<file path="config.mk">
export PLATFORM = sky130hd
export DESIGN_NAME = serial_subtractor_flat
export DESIGN_NICKNAME = d
export VERILOG_FILES = /design/src/rtl/serial_subtractor_if.sv /design/src/rtl/serial_subtractor.sv /design/src/flat_wrapper.sv
export SDC_FILE = /design/constraint.sdc
export NUM_CORES = 1
export LEC_CHECK = 0
export CELL_PAD_IN_SITES_DETAIL_PLACEMENT = 1
export CELL_PAD_IN_SITES_GLOBAL_PLACEMENT = 2
export CORE_UTILIZATION = 30
export CTS_CLUSTER_SIZE = 20
export DETAILED_ROUTE_END_ITERATION = 10
export PLACE_DENSITY = 0.75
export SYNTH_ARGS = -nofsm -noshare
export SYNTH_HDL_FRONTEND = slang
export SYNTH_SLANG_ARGS = --single-unit
export TNS_END_PERCENT = 30
</file>
<file path="constraint.sdc">
create_clock -name clk -period 1.35 [get_ports clk]
set_input_delay 0.27 -clock clk [delete_from_list [all_inputs] [get_ports clk]]
set_output_delay 0.27 -clock clk [all_outputs]
set_load 0.01 [all_outputs]
</file>
<file path="src/rtl/serial_subtractor_if.sv">
// -----------------------------------------------------------------------------
// serial_subtractor_if
//   Bundles the operand/result handshake of the bit-serial subtractor.
//
//   Handshake: the requester drives start with a/b valid; the subtractor
//   accepts on the first rising edge where it is idle and start=1. busy is
//   high for the WIDTH serial cycles, then done pulses for one cycle with
//   diff/borrow/overflow/zero valid. The results are held until the next
//   completion. start is ignored unless the subtractor is idle.
//
//   Signals:
//     start     requester -> subtractor  operation request
//     a, b      requester -> subtractor  minuend / subtrahend
//     busy      subtractor -> requester  serial operation in progress
//     done      subtractor -> requester  one-cycle completion pulse
//     diff      subtractor -> requester  a - b mod 2^WIDTH
//     borrow    subtractor -> requester  unsigned borrow (a < b)
//     overflow  subtractor -> requester  signed overflow of a - b
//     zero      subtractor -> requester  diff == 0
//     fsm_state subtractor -> requester  current FSM state (debug)
// -----------------------------------------------------------------------------
interface serial_subtractor_if #(
   parameter int WIDTH = 8
);
   logic             start;
   logic [WIDTH-1:0] a;
   logic [WIDTH-1:0] b;
   logic             busy;
   logic             done;
   logic [WIDTH-1:0] diff;
   logic             borrow;
   logic             overflow;
   logic             zero;
   logic [1:0]       fsm_state;

   modport master (
      output start, a, b,
      input  busy, done, diff, borrow, overflow, zero, fsm_state
   );

   modport slave (
      input  start, a, b,
      output busy, done, diff, borrow, overflow, zero, fsm_state
   );
endinterface

</file>
<file path="src/rtl/serial_subtractor.sv">
// -----------------------------------------------------------------------------
// serial_subtractor
//   Bit-serial two's-complement subtractor: computes a - b LSB-first, one bit
//   per clock, through a single full-subtractor cell with a registered borrow.
//
//   Ports:
//     clk    rising-edge clock
//     rst_n  asynchronous active-low reset
//     bus    serial_subtractor_if.slave (start/a/b in; busy/done/diff/
//            borrow/overflow/zero/fsm_state out)
//
//   Timing: start accepted at edge E0 -> busy for WIDTH cycles, done high
//   between E0+WIDTH and E0+WIDTH+1, earliest next acceptance at E0+WIDTH+2.
// -----------------------------------------------------------------------------
module serial_subtractor #(
   parameter int WIDTH = 8
) (
   input  logic                 clk,
   input  logic                 rst_n,
   serial_subtractor_if.slave   bus
);

   localparam int CW = (WIDTH > 2) ? $clog2(WIDTH) : 1;

   typedef enum logic [1:0] {
      IDLE  = 2'd0,
      SHIFT = 2'd1,
      DONE  = 2'd2
   } state_t;

   state_t state, state_nxt;

   logic [WIDTH-1:0] sa, sb, sr;
   logic             br;
   logic [CW-1:0]    cnt;

   logic [WIDTH-1:0] diff_q;
   logic             borrow_q, overflow_q, zero_q;

   // full-subtractor cell on the current LSBs
   logic             x, y, d, bo;
   logic [WIDTH-1:0] sr_nxt;
   logic             last;

   assign x      = sa[0];
   assign y      = sb[0];
   assign d      = x ^ y ^ br;
   assign bo     = (~x & y) | (~(x ^ y) & br);
   assign sr_nxt = {d, sr[WIDTH-1:1]};
   assign last   = (cnt == CW'(WIDTH - 1));

   // ---------------- FSM: state register ----------------
   always_ff @(posedge clk or negedge rst_n) begin
      if (!rst_n) begin
         state <= IDLE;
      end else begin
         state <= state_nxt;
      end
   end

   // ---------------- FSM: next state ----------------
   always_comb begin
      state_nxt = state;
      case (state)
         IDLE:    if (bus.start) state_nxt = SHIFT;
         SHIFT:   if (last)      state_nxt = DONE;
         DONE:                   state_nxt = IDLE;
         default:                state_nxt = IDLE;
      endcase
   end

   // ---------------- datapath ----------------
   always_ff @(posedge clk or negedge rst_n) begin
      if (!rst_n) begin
         sa         <= '0;
         sb         <= '0;
         sr         <= '0;
         br         <= 1'b0;
         cnt        <= '0;
         diff_q     <= '0;
         borrow_q   <= 1'b0;
         overflow_q <= 1'b0;
         zero_q     <= 1'b0;
      end else begin
         case (state)
            IDLE: begin
               if (bus.start) begin
                  sa  <= bus.a;
                  sb  <= bus.b;
                  sr  <= '0;
                  br  <= 1'b0;
                  cnt <= '0;
               end
            end
            SHIFT: begin
               sa  <= sa >> 1;
               sb  <= sb >> 1;
               sr  <= sr_nxt;
               br  <= bo;
               cnt <= cnt + CW'(1);
               if (last) begin
                  // br is the borrow into the MSB cell here, bo the borrow out
                  diff_q     <= sr_nxt;
                  borrow_q   <= bo;
                  overflow_q <= br ^ bo;
                  zero_q     <= (sr_nxt == '0);
               end
            end
            default: ;
         endcase
      end
   end

   // ---------------- outputs (registered state only) ----------------
   assign bus.busy      = (state == SHIFT);
   assign bus.done      = (state == DONE);
   assign bus.diff      = diff_q;
   assign bus.borrow    = borrow_q;
   assign bus.overflow  = overflow_q;
   assign bus.zero      = zero_q;
   assign bus.fsm_state = state;

endmodule

</file>
<file path="src/flat_wrapper.sv">
// flat-port wrapper written by rule: the top's interface ports become plain ports
module serial_subtractor_flat 
#(
   parameter int WIDTH = 8
)
  (clk, rst_n, bus_start, bus_a, bus_b, bus_busy, bus_done, bus_diff, bus_borrow, bus_overflow, bus_zero, bus_fsm_state);
  serial_subtractor_if #(.WIDTH(WIDTH)) bus_i ();
  input  logic clk;
  input  logic rst_n;
  input wire logic [$bits(bus_i.start)-1:0] bus_start;
  input wire logic [$bits(bus_i.a)-1:0] bus_a;
  input wire logic [$bits(bus_i.b)-1:0] bus_b;
  output wire logic [$bits(bus_i.busy)-1:0] bus_busy;
  output wire logic [$bits(bus_i.done)-1:0] bus_done;
  output wire logic [$bits(bus_i.diff)-1:0] bus_diff;
  output wire logic [$bits(bus_i.borrow)-1:0] bus_borrow;
  output wire logic [$bits(bus_i.overflow)-1:0] bus_overflow;
  output wire logic [$bits(bus_i.zero)-1:0] bus_zero;
  output wire logic [$bits(bus_i.fsm_state)-1:0] bus_fsm_state;
  assign bus_i.start = bus_start;
  assign bus_i.a = bus_a;
  assign bus_i.b = bus_b;
  assign bus_busy = bus_i.busy;
  assign bus_done = bus_i.done;
  assign bus_diff = bus_i.diff;
  assign bus_borrow = bus_i.borrow;
  assign bus_overflow = bus_i.overflow;
  assign bus_zero = bus_i.zero;
  assign bus_fsm_state = bus_i.fsm_state;
  serial_subtractor #(.WIDTH(WIDTH)) u_core (.clk(clk), .rst_n(rst_n), .bus(bus_i));
endmodule
</file>
# After elaboration in Yosys (flattened, before gate mapping)
# Index checks and enable logic that the tools add are counted.
# op_classes
eq_ne	5
shift	0
muxes	13
n_reduce_logical	6
n_mul	0
magnitude_cmp	0
n_bitwise	8
addsub	1
n_div	0
# op_table
operator	count
one-hot mux 8 bit (2 select lines)	3
2-to-1 mux 8 bit	3
zero test 8 bit	1
one-hot mux 3 bit (2 select lines)	1
AND reduction 2 bit	3
2-to-1 mux 2 bit	2
one-hot mux 2 bit (2 select lines)	1
adder 3 x 1 -> 3 bit (second input constant)	1
equality test 3 bit (second input constant)	1
2-to-1 mux 3 bit	1
bitwise XOR 1 bit	3
AND 1 bit	2
equality test 2 x 1 -> 1 bit (second input constant)	1
equality test 2 bit (second input constant)	1
zero test 2 bit	1
inequality test 2 x 1 -> 1 bit (second input constant)	1
inequality test 2 bit (second input constant)	1
NOT 1 bit	2
one-hot mux 1 bit (2 select lines)	1
nonzero test 2 bit	1
2-to-1 mux 1 bit	1
OR 1 bit	1
# word_totals
in_bits	19
mem_bits_rw	0
regBits	41
mem_count	0
mem_bits_ro	0
latch_bits	0

# Logic depth before layout (Yosys ltp)
# Gate-level depths: netlist (run 1).
# depth
word_depth	5
mapped_depth	6
mapped_depth_nobuf	5

# Worst setup path after synthesis (run 1)
# Ideal clock, no wire load.
# synth_path
kind	register -> register
from	register u_core.cnt[0]
to	register u_core.diff_q[4], in the netlist u_core.bus.diff[4]
stages_incl_launch_ff	6
period_less_slack_ns	1.437
required_ns	1.225
slack_ns	-0.087
arrival_time_ns	1.312
path_cell_list	dfrtp_1 > ha_1 > ha_1 > nand3b_4 > buf_6 > mux2_4
# synth_via
elab_chain_len	2
# synth_rtl
item	line	rtl
start, declared	serial_subtractor.sv:35	logic [CW-1:0] cnt;
start signal, assigned	serial_subtractor.sv:100	cnt <= cnt + CW'(1);
equality test 3 bit	serial_subtractor.sv:50	assign last = (cnt == CW'(WIDTH - 1));
AND reduction 2 bit (no line)	--	
end signal, assigned	serial_subtractor.sv:103	diff_q <= sr_nxt;
end, declared	serial_subtractor.sv:37	logic [WIDTH-1:0] diff_q;
# Every way passes these cells.
# A chain may end at the register's enable or synchronous reset.

# Worst setup path after layout (run 1)
# layout_path
from	register u_core.sa[0]
to	register u_core.zero_q, in the netlist u_core.bus.zero
# layout_via
elab_chain_len	3
# layout_rtl
item	line	rtl
start, declared	serial_subtractor.sv:33	logic [WIDTH-1:0] sa, sb, sr;
start signal, assigned	serial_subtractor.sv:88	sa <= bus.a;
start signal, assigned	serial_subtractor.sv:96	sa <= sa >> 1;
bitwise XOR 1 bit (2 in a row)	serial_subtractor.sv:47	assign d = x ^ y ^ br;
zero test 8 bit	serial_subtractor.sv:106	zero_q <= (sr_nxt == '0);
end signal, assigned	serial_subtractor.sv:106	
end, declared	serial_subtractor.sv:38	logic borrow_q, overflow_q, zero_q;
# Every way passes these cells.

==> impl_metrics.py, run 1 <==
metrics = {
    "logic_synthesis": {
        "synthArstFlopShare_pct": 100.0,
        "synth_most_common_cell": "dfrtp_1",
        "synth.distinct_cells": 26,
        "netlist_instances": 144,
        "yosysWarnings": 0,
        "synth_edf_count": 0,
        "syn_area_per_cell_um2": 12.40,
        "seq_area_frac_synth_pct": 56.06,
        "syn_area_mm2": 0.001785,
        "synthTopCellsByArea": "dfrtp_1 56%, mux2i_1 6.2%, a22o_1 4.4%, nand2_1 4.0%, o21ai_0 3.9%",
        "synth_top_area_share_pct": 56.06,
        "ys_ff_latch": 40,
        "synth_commonest_cells": "40 x dfrtp_1, 19 x nand2_1, 14 x o21ai_0",
        "syn_nets": 166,
        "synth_ff_type": "dfrtp_1",
        "netlist.top_cell.by_area": "dfrtp_1",
    },
    "sta": {
        "fin_worst_skew_ns": 0.007208,
        "hold_violations": 0,
        "grt_setup_unrepaired": "yes",
        "period_share_pct": 108.1,
        "max_freq_mhz": 685.2,
        "relSlewSlack_pct": 82.72,
        "final_max_slew_viol_count": 0,
        "fin_ws_ns": -0.1095,
        "period_minus_slack_ns": 1.460,
        "worstMarginPinSlew_ns": 0.2574,
        "setup_violations": 4,
    },
    "placement": {
        "io_buffer_count": 33,
        "dp_hpwl_um": 2754,
        "gp_congestion": 0.6864,
        "dp_cells": 255,
    },
    "die": {
        "pin_count": 34,
        "die_height_um": 79.15,
        "rows": 27,
        "fp.dieW_um": 79.15,
        "die_area_mm2": 0.006264,
        "core_mm2": 0.005608,
        "initial_core_util_pct": 31.84,
    },
    "routing": {
        "viasPerCell": 4.747,
        "routed_wl_um": 4160,
        "drt_iter0_markers": 102,
        "drc": 0,
        "antenna_left": 0,
        "drt_pass1_iterations": 4,
        "wire_per_inst_um": 15.24,
        "vias": 1296,
    },
    "final_layout": {
        "diodes": 0,
        "n_fill_cell": 619,
        "stdcell_count": 273,
        "final_nets": 222,
        "drive_gt1_share_pct": 27.36,
        "fin_util_pct": 44.82,
        "area_growth_pct": 40.78,
    },
    "clocking": {
        "cts-root-buf": "clkbuf_8",
        "cts_buffer_depth": 2,
        "clock-sinks": 40,
        "cts_buffers": 5,
        "insertion_delay_ns": 0.29,
        "cts_tree": "built",
        "path_clk_slew_ns": 0.08,
        "ctsHtreeMaxLevel": 2,
    },
    "global_route": {
        "grt.met1_usage_pct": 16.84,
        "grt_max_degree": 41,
        "grtUsageMet3_pct": 4.253,
        "gr-usage-all-layers_pct": 13.96,
        "grt_antenna_before_repair": 0,
        "grt_pass1_vias": 1346,
        "grt_use_met2_pct": 23.19,
        "grt_pass1_wl_um": 6506,
        "grt_overflow": 0,
        "busiest_layer": "met2",
    },
    "critical_path": {
        "rrSetupSlack_ns": -0.11,
        "criticalPathCategory": "reg -> reg",
        "r2r_cells": 5,
        "cp.arrival_ns": 1.68,
        "start_kind": "flip-flop",
        "required_ns": 1.57,
        "cp_max_fo": 2,
        "endpoint_kind": "flip-flop",
    },
    "run_status": {
        "failed_checks": "negative setup slack",
        "status": "finished with violations",
    },
    "job": {
        "maxCapViolCount": 0,
    },
    "min_path": {
        "hold_path_class": "in -> async",
    },
    "power_and_ir_drop": {
        "ir_worst_vdd_v": 0.0008600,
        "p_per_area_mw_per_mm2": 2288,
        "p_leak_nw": 1.204,
    },
}
==> final cells by class <==
type	instances	area, um2	share of cell area (%)
Sequential cell	40	1002	39.87
Multi-Input combinational cell	94	762.0	30.31
Timing Repair Buffer	56	535.5	21.30
Tap cell	72	90.09	3.584
Clock buffer	6	72.57	2.887
Clock inverter	2	35.03	1.394
Inverter	3	16.27	0.6471
==> worst max-delay path, cell delays in order, from the launching register on <==
cell and delay (ns):
dfrtp_1 0.36, inv_2 0.04, fa_1 0.57, nor4b_4 0.21
nand2_1 0.08, o21ai_1 0.12
==> final timing paths <==
path | endpoint | start
worst max register to register | u_core.bus.zero | u_core.sa[0]
worst min-delay path | u_core.bus.diff[7] | rst_n
worst min register to register | u_core.bus.diff[7] | u_core.bus.diff[7]
min in group clk | u_core.bus.diff[7] | u_core.bus.diff[7]
max in group asynchronous | u_core.bus.fsm_state[0] | rst_n
worst max-delay path | u_core.bus.zero | u_core.sa[0]
==> state kept, by name (all words and copies together), names as in the netlist <==
register	cells
u_core.bus.diff	8
u_core.sa	8
u_core.sb	8
u_core.sr	7
u_core.cnt	3
u_core.bus.fsm_state	2
u_core.br	1
u_core.bus.borrow	1
u_core.bus.overflow	1
u_core.bus.zero	1
==> layer usage <==
metal | wire [um] | vias to the layer above | share of wire, %
met2 | 2100 | 33 | 50
met5 | 0 | - | 0
met3 | 171 | 8 | 4.1
met1 | 1806 | 636 | 43
li1 | - | 619 | -
met4 | 81 | 0 | 1.9
==> cell families after synthesis <==
logic type | share of synthesized area (%)
AOI/OAI and AO/OA | 14.30
DFF | 56.06
and+or+nand+nor | 9.251
muxes | 11.84
buffers and inverters | 5.536
adders and majority gates | 2.523
xor gates and xnor gates | 0.4906
==> layout by cell type (no fill, tap or decap), drive strengths merged, types with 2 or more instances in the layout <==
master	n
a21oi	6
a22o	9
a22oi	3
buf	26
clkbuf	6
clkdlybuf4s50	17
clkinv	2
dfrtp	40
dlygate4sd2	12
ha	2
inv	2
mux2	8
mux2i	11
nand2	19
nand3b	2
nor2b	6
o21ai	21
==> through the flow <==
| stage | power, W | setup WS (ns) | area, um2 | hold WS [ns] | TNS [ns] |
|---|---|---|---|---|---|
| global route | 0.006171 | -0.1680 | 2514 | 0.5072 | -0.6753 |
| finish | 0.005752 | -0.1095 | 2514 | 0.4748 | -0.1915 |
| floorplan | 0.003490 | -0.01048 | 1807 | -0.02559 | -0.03145 |
| detailed placement | 0.004427 | -0.1108 | 2270 | 0.2642 | -1.779 |
| global placement | 0.004264 | -0.04357 | 2270 | 0.2551 | -0.6886 |
| CTS | 0.005402 | -0.1220 | 2409 | 0.4831 | -1.346 |
==> what timing repair did <==
action / in CTS / in global routing
buffers inserted: 2 / 7
hold endpoints to repair: 40 / 0
gates cloned: 0 / 1
hold buffers: 1 / 0
pin swaps: 0 / 3
gates resized for setup: 32 / 20
endpoints found under the setup margin: 33 / 42
==> power breakdown <==
group	switching, W	total [W]	leakage (nW)	internal, W
combinational	0.00116	0.00270	0.638	0.00155
sequential	0.000392	0.00210	0.511	0.00171
clock	0.000400	0.000948	0.0552	0.000548
Power figures use the tool's default switching activity.
==> inputs of run 2 (changes only) <==
REMOVE_ABC_BUFFERS = 1   (was unset)
==> impl_metrics.py, run 2 (synthesis results as in run 1) <==
metrics = {
    "run_status": {
        "status": "finished with violations",
        "failed_checks": "negative setup slack",
    },
    "critical_path": {
        "rrSetupSlack_ns": -0.08,
        "start_kind": "flip-flop",
        "cp.arrival_ns": 1.66,
        "criticalPathCategory": "reg -> reg",
        "critical-path-top-delay-family": "adder cells",
        "r2r_cells": 4,
        "required_ns": 1.57,
        "endpoint_kind": "flip-flop",
        "cp_max_fo": 2,
        "reg2reg_from": "u_core.br",
        "cpMaxStageDelayCell": "fa_1",
        "cpPeakStageDelay_ns": 0.56,
        "worst-path-buf-inv": 0,
        "path_cells": "fa_1 -> nor4b_4 -> nand2_1 -> o21ai_1",
        "r2r-end": "u_core.bus.zero",
    },
    "power_and_ir_drop": {
        "ir_worst_vdd_v": 0.0007113,
        "netSwitchingFraction_pct": 34.22,
        "p_per_area_mw_per_mm2": 2290,
        "power_w": 0.006216,
        "pwr-share-seq_pct": 34.3,
        "intPower_w": 0.004089,
        "switchingPower_w": 0.002127,
        "power_frac_clock_pct": 15.8,
        "p_leak_nw": 1.290,
        "p_comb_share_pct": 49.8,
    },
    "global_route": {
        "gr-usage-all-layers_pct": 15.14,
        "grt_max_degree": 41,
        "grt_pass1_wl_um": 7038,
        "grt_antenna_before_repair": 0,
        "grt_overflow": 0,
        "grt_pass1_vias": 1404,
    },
    "clocking": {
        "cts-root-buf": "clkbuf_8",
        "insertion_delay_ns": 0.30,
        "ctsHtreeMaxLevel": 2,
        "cts_tree": "built",
        "cts_buffers": 5,
        "cts_buffer_depth": 2,
        "clock-sinks": 40,
        "path_clk_slew_ns": 0.08,
    },
    "placement": {
        "dp_hpwl_um": 2792,
        "io_buffer_count": 33,
        "place_ws_ns": -0.1496,
        "gp_congestion": 0.7121,
        "dpl-instance-area_mm2": 0.002256,
        "dp_cells": 256,
    },
    "sta": {
        "setup_violations": 18,
        "worstMarginPinSlew_ns": 0.3017,
        "hold_violations": 0,
        "period_share_pct": 106.1,
        "fin_worst_skew_ns": 0.007892,
        "fin_ws_ns": -0.08174,
        "max_freq_mhz": 698.5,
        "relSlewSlack_pct": 79.83,
        "final_max_slew_viol_count": 0,
        "period_minus_slack_ns": 1.432,
        "grt_setup_unrepaired": "yes",
    },
    "die": {
        "core_mm2": 0.005608,
        "initial_core_util_pct": 31.84,
        "die_height_um": 79.15,
        "pin_count": 34,
        "rows": 27,
        "fp.dieW_um": 79.15,
        "die_area_mm2": 0.006264,
    },
    "routing": {
        "wire_per_inst_um": 17.11,
        "viasPerCell": 4.773,
        "drt_pass1_iterations": 3,
        "antenna_left": 0,
        "routed_wl_um": 4826,
        "drt_iter0_markers": 43,
        "vias": 1346,
        "drc": 0,
    },
    "final_layout": {
        "final_common_cell": "dfrtp_1",
        "diodes": 0,
        "drive_gt1_share_pct": 34.29,
        "mostFrequentLayoutCells": "39 x dfrtp_1, 18 x buf_4, 17 x clkdlybuf4s50_1",
        "final_nets": 231,
        "postLayoutCellArea_mm2": 0.002714,
        "stdcell_count": 282,
        "fin_util_pct": 48.39,
        "area_growth_pct": 52.00,
    },
    "min_path": {
        "hold_path_class": "in -> async",
    },
    "job": {
        "maxCapViolCount": 0,
    },
}
[run 2: cell count changes in the layout (fill, tap and decap cells not counted), sizes merged]
cell,delta
buf,+5
clkbuf,+5
clkinv,-1
dlygate4sd2,-1
inv,+1
[run 2: power by group through the flow]
stage / Combinational, W / Clock [W] / Sequential [W]
after floorplan: 0.00117 / 0 / 0.00210
after global placement: 0.00218 / 0 / 0.00205
after detailed placement: 0.00227 / 0 / 0.00210
after CTS: 0.00246 / 0.000993 / 0.00208
after global routing: 0.00336 / 0.00105 / 0.00221
final: 0.00310 / 0.000983 / 0.00213
[run 2: how the worst max path moves through the flow]
| stage | start | to | slack [ns] | depth (start not counted) |
|---|---|---|---|---|
| CTS | u_core.bus.fsm_state[1] | bus_busy | -0.09 | 4 |
| global placement | u_core.sb[0] | u_core.bus.zero | -0.1 | 4 |
| global route | u_core.br | u_core.bus.zero | -0.18 | 4 |
| finish | u_core.br | u_core.bus.zero | -0.08 | 4 |
| detailed placement | u_core.sb[0] | u_core.bus.zero | -0.15 | 4 |
| floorplan | u_core.cnt[0] | u_core.bus.borrow | -0.06 | 4 |
[run 2: stage by stage]
stage	hold WS [ns]	setup TNS, ns
5_1_grt	0.4925	-1.952
4_1_cts	0.4885	-0.2257
3_5_place_dp	0.2591	-2.404
2_1_floorplan	-0.02559	-0.4194
6_report	0.4755	-0.4520
3_3_place_gp	0.2549	-1.185
[run 2: final cells by class]
cell class | instances | area, um2
fill | 592 | 2894
sequential | 40 | 1002
multi-input combinational | 94 | 812.0
timing repair buffer | 65 | 683.2
tap | 72 | 90.09
clock buffer | 6 | 72.57
clock inverter | 2 | 35.03
inverter | 3 | 18.77
[run 2: routing by layer]
metal	wire length [um]	global-route usage (%)
met1	1942	16.76
met2	2671	28.53
met5	0	0
met3	125	3.103
met4	87	4.909
[run 2: timing repair]
item | 4_1_cts | 5_1_grt
hold buffers | 1 | 0
pin swaps | 3 | 9
gates resized for setup | 39 | 35
setup endpoints to repair | 32 | 40
setup buffers | 7 | 5
endpoints found under the hold margin | 40 | 0
cloned | 1 | 4
[run 2: worst reg2reg max path, cell delays in order (launching register included)]
cell and delay, ns:
dfrtp_1 0.40, fa_1 0.56, nor4b_4 0.21, nand2_1 0.08
o21ai_1 0.11
